$ cat src/rtl/sram_loop_reader_pkg.sv
// Shared types and constants for the SRAM loop-nest reader.
package sram_loop_reader_pkg;

  typedef enum logic [1:0] {
    StIdle,
    StIssue,
    StDrain
  } state_e;

  localparam int unsigned FIFO_DEPTH = 3;

  function automatic int unsigned addr_width(input int unsigned depth);
    return (depth > 1) ? int'($clog2(depth)) : 1;
  endfunction

endpackage

$ cat src/rtl/stream_fifo.sv
// Small shift-register FIFO; entry 0 is always the head, so the head is a plain register.
module stream_fifo
  import sram_loop_reader_pkg::*;
#(
  parameter int unsigned WIDTH = 33,
  parameter int unsigned DEPTH = FIFO_DEPTH
) (
  input  logic                         clk,
  input  logic                         rst,
  input  logic                         push_i,
  input  logic [WIDTH-1:0]             data_i,
  input  logic                         pop_i,
  output logic [$clog2(DEPTH+1)-1:0]   count_o,
  output logic [WIDTH-1:0]             head_o,
  output logic                         not_empty_o
);

  localparam int unsigned CW = $clog2(DEPTH + 1);

  logic [WIDTH-1:0] mem_q [DEPTH];
  logic [WIDTH-1:0] mem_d [DEPTH];
  logic [CW-1:0]    count_q, count_d;

  always_comb begin
    mem_d   = mem_q;
    count_d = count_q;
    if (pop_i && (count_q != '0)) begin
      for (int k = 0; k < int'(DEPTH) - 1; k++) begin
        mem_d[k] = mem_q[k+1];
      end
      count_d = count_q - CW'(1);
    end
    // Push lands after the shift so push+pop at any count keeps order.
    if (push_i && (count_d < CW'(DEPTH))) begin
      mem_d[count_d] = data_i;
      count_d        = count_d + CW'(1);
    end
  end

  always_ff @(posedge clk or negedge rst) begin
    if (!rst) begin
      for (int k = 0; k < int'(DEPTH); k++) begin
        mem_q[k] <= '0;
      end
      count_q <= '0;
    end else begin
      mem_q   <= mem_d;
      count_q <= count_d;
    end
  end

  assign count_o     = count_q;
  assign head_o      = mem_q[0];
  assign not_empty_o = (count_q != '0);

endmodule

$ cat src/rtl/sram_loop_reader.sv
// Walks a 2-D loop nest issuing SRAM reads with II spacing and credit flow control,
// and streams the returned words out through a 3-entry FIFO.
module sram_loop_reader
  import sram_loop_reader_pkg::*;
#(
  parameter int unsigned WIDTH        = 32,
  parameter int unsigned DEPTH        = 32,
  parameter int unsigned OUTER_N      = 2,
  parameter int unsigned INNER_N      = 4,
  parameter int unsigned II           = 1,
  parameter int unsigned BASE         = 0,
  parameter int unsigned OUTER_STRIDE = 4,
  parameter int unsigned INNER_STRIDE = 1,
  localparam int unsigned AW          = addr_width(DEPTH)
) (
  input  logic             clk,
  input  logic             rst,
  input  logic             start,
  output logic             busy,
  output logic             done,
  output logic [AW-1:0]    sram_addr,
  output logic             sram_ren,
  input  logic [WIDTH-1:0] sram_q,
  output logic [WIDTH-1:0] out_data,
  output logic             out_valid,
  input  logic             out_ready,
  output logic             out_last
);

  localparam logic [AW-1:0] BaseAddr  = AW'(BASE);
  localparam logic [AW-1:0] OuterStep = AW'(OUTER_STRIDE);
  localparam logic [AW-1:0] InnerStep = AW'(INNER_STRIDE);
  localparam int unsigned   CW        = $clog2(FIFO_DEPTH + 1);

  state_e        state_q;
  logic [31:0]   i_q, j_q, ii_cnt_q;
  logic [AW-1:0] addr_q, row_base_q;
  logic          inflight_q, inflight_last_q;
  logic [CW-1:0] fifo_count;
  logic [CW:0]   credit_used;
  logic [WIDTH:0] fifo_head;
  logic          fifo_not_empty;
  logic          last_iter;
  logic          pop;

  assign last_iter   = (i_q == OUTER_N - 1) && (j_q == INNER_N - 1);
  assign credit_used = {1'b0, fifo_count} + {{CW{1'b0}}, inflight_q};

  // Reads in flight plus buffered words never exceed the FIFO depth.
  assign sram_ren  = (state_q == StIssue) && (ii_cnt_q == '0) &&
                     (credit_used < (CW+1)'(FIFO_DEPTH));
  assign sram_addr = addr_q;

  assign out_valid = fifo_not_empty;
  assign out_data  = fifo_head[WIDTH-1:0];
  assign out_last  = fifo_not_empty & fifo_head[WIDTH];
  assign pop       = out_valid & out_ready;
  assign done      = pop & out_last;
  assign busy      = (state_q != StIdle);

  always_ff @(posedge clk or negedge rst) begin
    if (!rst) begin
      state_q         <= StIdle;
      i_q             <= '0;
      j_q             <= '0;
      ii_cnt_q        <= '0;
      inflight_q      <= 1'b0;
      inflight_last_q <= 1'b0;
      addr_q          <= BaseAddr;
      row_base_q      <= BaseAddr;
    end else begin
      inflight_q      <= sram_ren;
      inflight_last_q <= sram_ren & last_iter;

      if (sram_ren) begin
        ii_cnt_q <= II - 1;
      end else if (ii_cnt_q != '0) begin
        ii_cnt_q <= ii_cnt_q - 32'd1;
      end

      unique case (state_q)
        StIdle: begin
          if (start) begin
            state_q    <= StIssue;
            i_q        <= '0;
            j_q        <= '0;
            ii_cnt_q   <= '0;
            addr_q     <= BaseAddr;
            row_base_q <= BaseAddr;
          end
        end
        StIssue: begin
          if (sram_ren) begin
            if (last_iter) begin
              state_q <= StDrain;
            end else if (j_q == INNER_N - 1) begin
              // Row wrap: next address is the following row's start.
              j_q        <= '0;
              i_q        <= i_q + 32'd1;
              row_base_q <= row_base_q + OuterStep;
              addr_q     <= row_base_q + OuterStep;
            end else begin
              j_q    <= j_q + 32'd1;
              addr_q <= addr_q + InnerStep;
            end
          end
        end
        StDrain: begin
          if (done) begin
            state_q <= StIdle;
          end
        end
        default: state_q <= StIdle;
      endcase
    end
  end

  stream_fifo #(
    .WIDTH (WIDTH + 1),
    .DEPTH (FIFO_DEPTH)
  ) u_fifo (
    .clk         (clk),
    .rst         (rst),
    .push_i      (inflight_q),
    .data_i      ({inflight_last_q, sram_q}),
    .pop_i       (pop),
    .count_o     (fifo_count),
    .head_o      (fifo_head),
    .not_empty_o (fifo_not_empty)
  );

endmodule

$ cat config.mk
export PLATFORM = sky130hd
export DESIGN_NAME = sram_loop_reader
export DESIGN_NICKNAME = d
export VERILOG_FILES = /design/src/rtl/sram_loop_reader_pkg.sv /design/src/rtl/stream_fifo.sv /design/src/rtl/sram_loop_reader.sv
export SDC_FILE = /design/constraint.sdc
export NUM_CORES = 1
export LEC_CHECK = 0
export BUFFER_PORTS_ARGS = -buffer_cell sky130_fd_sc_hd__buf_2
export CAP_MARGIN = 15
export CORE_ASPECT_RATIO = 2
export CORE_UTILIZATION = 25
export CTS_CLUSTER_DIAMETER = 120
export DETAILED_ROUTE_END_ITERATION = 7
export PLACE_DENSITY = 0.38
export SYNTH_ARGS = -nofsm -noshare
export SYNTH_HDL_FRONTEND = slang
export SYNTH_SLANG_ARGS = --single-unit
$ cat constraint.sdc
create_clock -name clk -period 2.8 [get_ports clk]
set_input_delay 0.14 -clock clk [delete_from_list [all_inputs] [get_ports clk]]
set_output_delay 0.14 -clock clk [all_outputs]
set_load 0.02 [all_outputs]
==> results.toml <==
[clock_network]
cts_made_buffers = 22
htree_levels = 1
cts_tree = "yes"
cts_sinks = 209
path_clk_slew_ns = 0.07
clock_latency_ns = 0.52
cts_buffer_depth = 3
root_buffer = "clkbuf_16"

[timing]
clock.fmax_ghz = 0.380
hold_ws_ns = 0.196
rsz0062_at_grt = "no"
tightest_slew_ns = 0.686
finalCritPeriodShare = 0.941
slew_headroom = 0.541
setup_viol = 0
fin_setup_tns_ns = 0
hold_violations = 0
drv_slew = 0
period_needed_ns = 2.63
clock_skew_ns = 0.0159

[yosys]
synthXorXnorAreaFrac = 0.0267
netlist-cell-type-count = 51
yosysSeqAreaShare = 0.498
synth_top_area_frac = 0.498
yosys.area.top_type = "dfrtp_1"
syn_nets = 1125
synth-async-reset-ratio = 1.00
syn_inst = 1075
synth_area_leaders = "dfrtp_1 50%, mux2i_1 6.4%, o21ai_0 6.0%, nand2_1 4.0%, mux2_2 3.6%"
yosys_warnings = 0
synth_seq_cells = 209
synthMuxAreaShare = 0.100
synth_commonest_cells = "209 x dfrtp_1, 125 x o21ai_0, 113 x nand2_1"
synth_top_family_by_area = "simple AND/OR/NAND/NOR gates"
synth_fa_ha_area_frac = 0.0167
yosysMostFrequentCell = "dfrtp_1"
avgSynthCellArea_um2 = 9.78
syn_area_um2 = 10500
synth_edf_count = 0
ys.flop_type = "dfrtp_1"
synth-simple-area-share = 0.192
synth_compound_area_frac = 0.115

[global_route]
track_usage = 0.135
grt_max_degree = 71
grt_pass1_wl_mm = 46.8
grt_overflow = 0
grt_pass1_vias = 8598
antenna_found_initial = 0

[power_and_ir_drop]
power_frac_seq = 0.375
power.switching_mw = 4.79
powerDensity_nw_per_um2 = 992
leakage_nw = 5.43
p_clk_frac = 0.242
irDropWorstVdd_uv = 461
combinationalPowerShare = 0.383
swShare = 0.381
p_total_mw = 12.6
internal_power_mw = 7.79

[worst_setup_path]
slowest_delay_ns = 0.50
crit_fanout = 12
reg2reg_depth = 6
start_kind = "flop"
crit_chain = "nor4_1, nand2_1, or4_4, or3_4, or3_1, o21ai_1"
worstPathArrival_ns = 3.09
critical_path_class = "flop to flop"
required_ns = 3.25
rrSetupSlack_ns = 0.17
r2r-end = "j_q[24]"
endpoint_kind = "flop"
reg2reg_from = "ii_cnt_q[6]"
crit_slowest_cell = "nor4_1"

[detailed_routing]
avgViaCountPerCell = 4.72
wl_mm = 28.2
routed-via-count = 8121
drt-pass1-iter-count = 4
ant_nets = 0
drc = 0
drt_iter0_markers = 245
wire_per_inst_um = 16.4

[die]
rows = 105
dieArea_um2 = 42900
die_h_um = 292
die_x_um = 147
io_pins = 78
core_area_um2 = 41300
start_util = 0.255

[run]
cap_viol_max_count = 0

[placed_design]
gp_congestion = 0.752
dp_hpwl_mm = 19.0
port_buffers = 77
place_inst = 1651

[outcome]
outcome = "finished, final reports clean"

[final_layout]
fin_cells = 1721
fin_util = 0.308
area_growth_pct = 20.7
n_antenna_cell = 0
drive_gt1_frac = 0.186
layout.nets = 1224

[hold_path]
hold_path_class = "input pin to asynchronous set/reset pin"
-- worst max path at each step --
stage                            from          endpoint  slack (ns)  cells past startpoint
floorplan           u_fifo.count_o[0]  u_fifo.head_o[0]       -0.04                     14
detailed placement             j_q[0]           j_q[16]        0.10                      9
finish                    ii_cnt_q[6]           j_q[24]        0.17                      6
global route              ii_cnt_q[6]           j_q[24]       0.007                      6
global placement               i_q[1]      sram_addr[3]       0.007                     10
CTS                            j_q[0]      sram_addr[3]        0.08                      9
-- power by group through the flow --
stage | sequential (mW) | clock, mW | combinational (mW)
2_1_floorplan | 4.62 | 0 | 3.48
3_3_place_gp | 4.77 | 0 | 4.85
3_5_place_dp | 4.79 | 0 | 4.91
4_1_cts | 4.74 | 3.18 | 4.96
5_1_grt | 4.86 | 3.27 | 5.44
6_report | 4.72 | 3.04 | 4.82
-- flip-flops by register name (all words and copies together) (netlist names) --
signal and count:
sram_addr 5, state_q 2, inflight_last_q 1, j_q 32, ii_cnt_q 32, u_fifo.head_o 33, i_q 32, u_fifo.count_o 2
u_fifo.mem_q 66, inflight_q 1, row_base_q 3
-- worst max-delay path, delay by kind of cell, from the launching register on --
kind,cells,cell delay [ns]
AO/OA/AOI/OAI,1,0.08
flip-flops,1,0.42
AND/OR/NAND/NOR,5,2.06
-- placed cells by master, fill, tap and decap left out, drive strengths merged, types with 4 or more instances in the layout --
cell type,Yosys,layout
nand2b,6,6
a21oi,41,41
inv,19,20
nor4,32,32
o31ai,10,10
or4,7,7
nand2,113,113
xnor2,24,24
dfrtp,209,209
mux2i,67,67
ha,14,14
a31oi,7,7
nand3,24,24
nor2b,8,8
and2,7,7
or3,31,31
clkbuf,38,29
and3,14,14
mux2,34,34
dlygate4sd3,0,33
nand4,28,28
nor2,66,66
and4,8,8
xor2,8,8
clkinv,0,4
nor3,22,22
buf,50,130
o21ai,165,165
nor4b,4,4
-- area by class of cell --
| type | count | area, um^2 |
|---|---|---|
| clock buffers | 29 | 628 |
| inverters | 19 | 71.3 |
| fillers | 4297 | 28600 |
| clock inverters | 7 | 88.8 |
| repair buffers | 163 | 1220 |
| flip-flops and latches | 209 | 5230 |
| multi-input cells | 759 | 4780 |
| well taps | 535 | 669 |
-- per-layer routing --
layer,vias to the layer above,part of all wire,track usage,wire length (um)
met5,-,0,0,0
met4,0,0.020,0.0458,560
met3,36,0.035,0.0200,995
met2,118,0.55,0.264,15500
met1,3971,0.39,0.145,11100
li1,3996,-,-,-
-- metrics by stage --
step           setup slack, ns  cell area, um^2
2_1_floorplan          -0.0394            10500
3_3_place_gp           0.00689            11600
3_5_place_dp             0.104            11600
4_1_cts                 0.0839            12700
5_1_grt                0.00713            12700
6_report                 0.166            12700
-- logic make-up (layout without fill, tap and decap cells) --
family | count (synthesis) | after routing
buffers and inverters | 107 | 218
AO/OA/AOI/OAI | 230 | 230
multiplexers | 101 | 101
adder cells (fa/ha/maj) | 14 | 14
XOR/XNOR | 32 | 32
AND/OR/NAND/NOR | 382 | 382
flip-flops | 209 | 209
-- timing repair --
| item | in CTS | in global routing |
|---|---|---|
| hold endpoints to repair | 161 | 0 |
| setup buffers | 0 | 1 |
| resized for setup | 0 | 3 |
| setup endpoints to repair | 0 | 68 |
| hold buffers | 33 | 0 |
(Power assumes the default switching activity.)
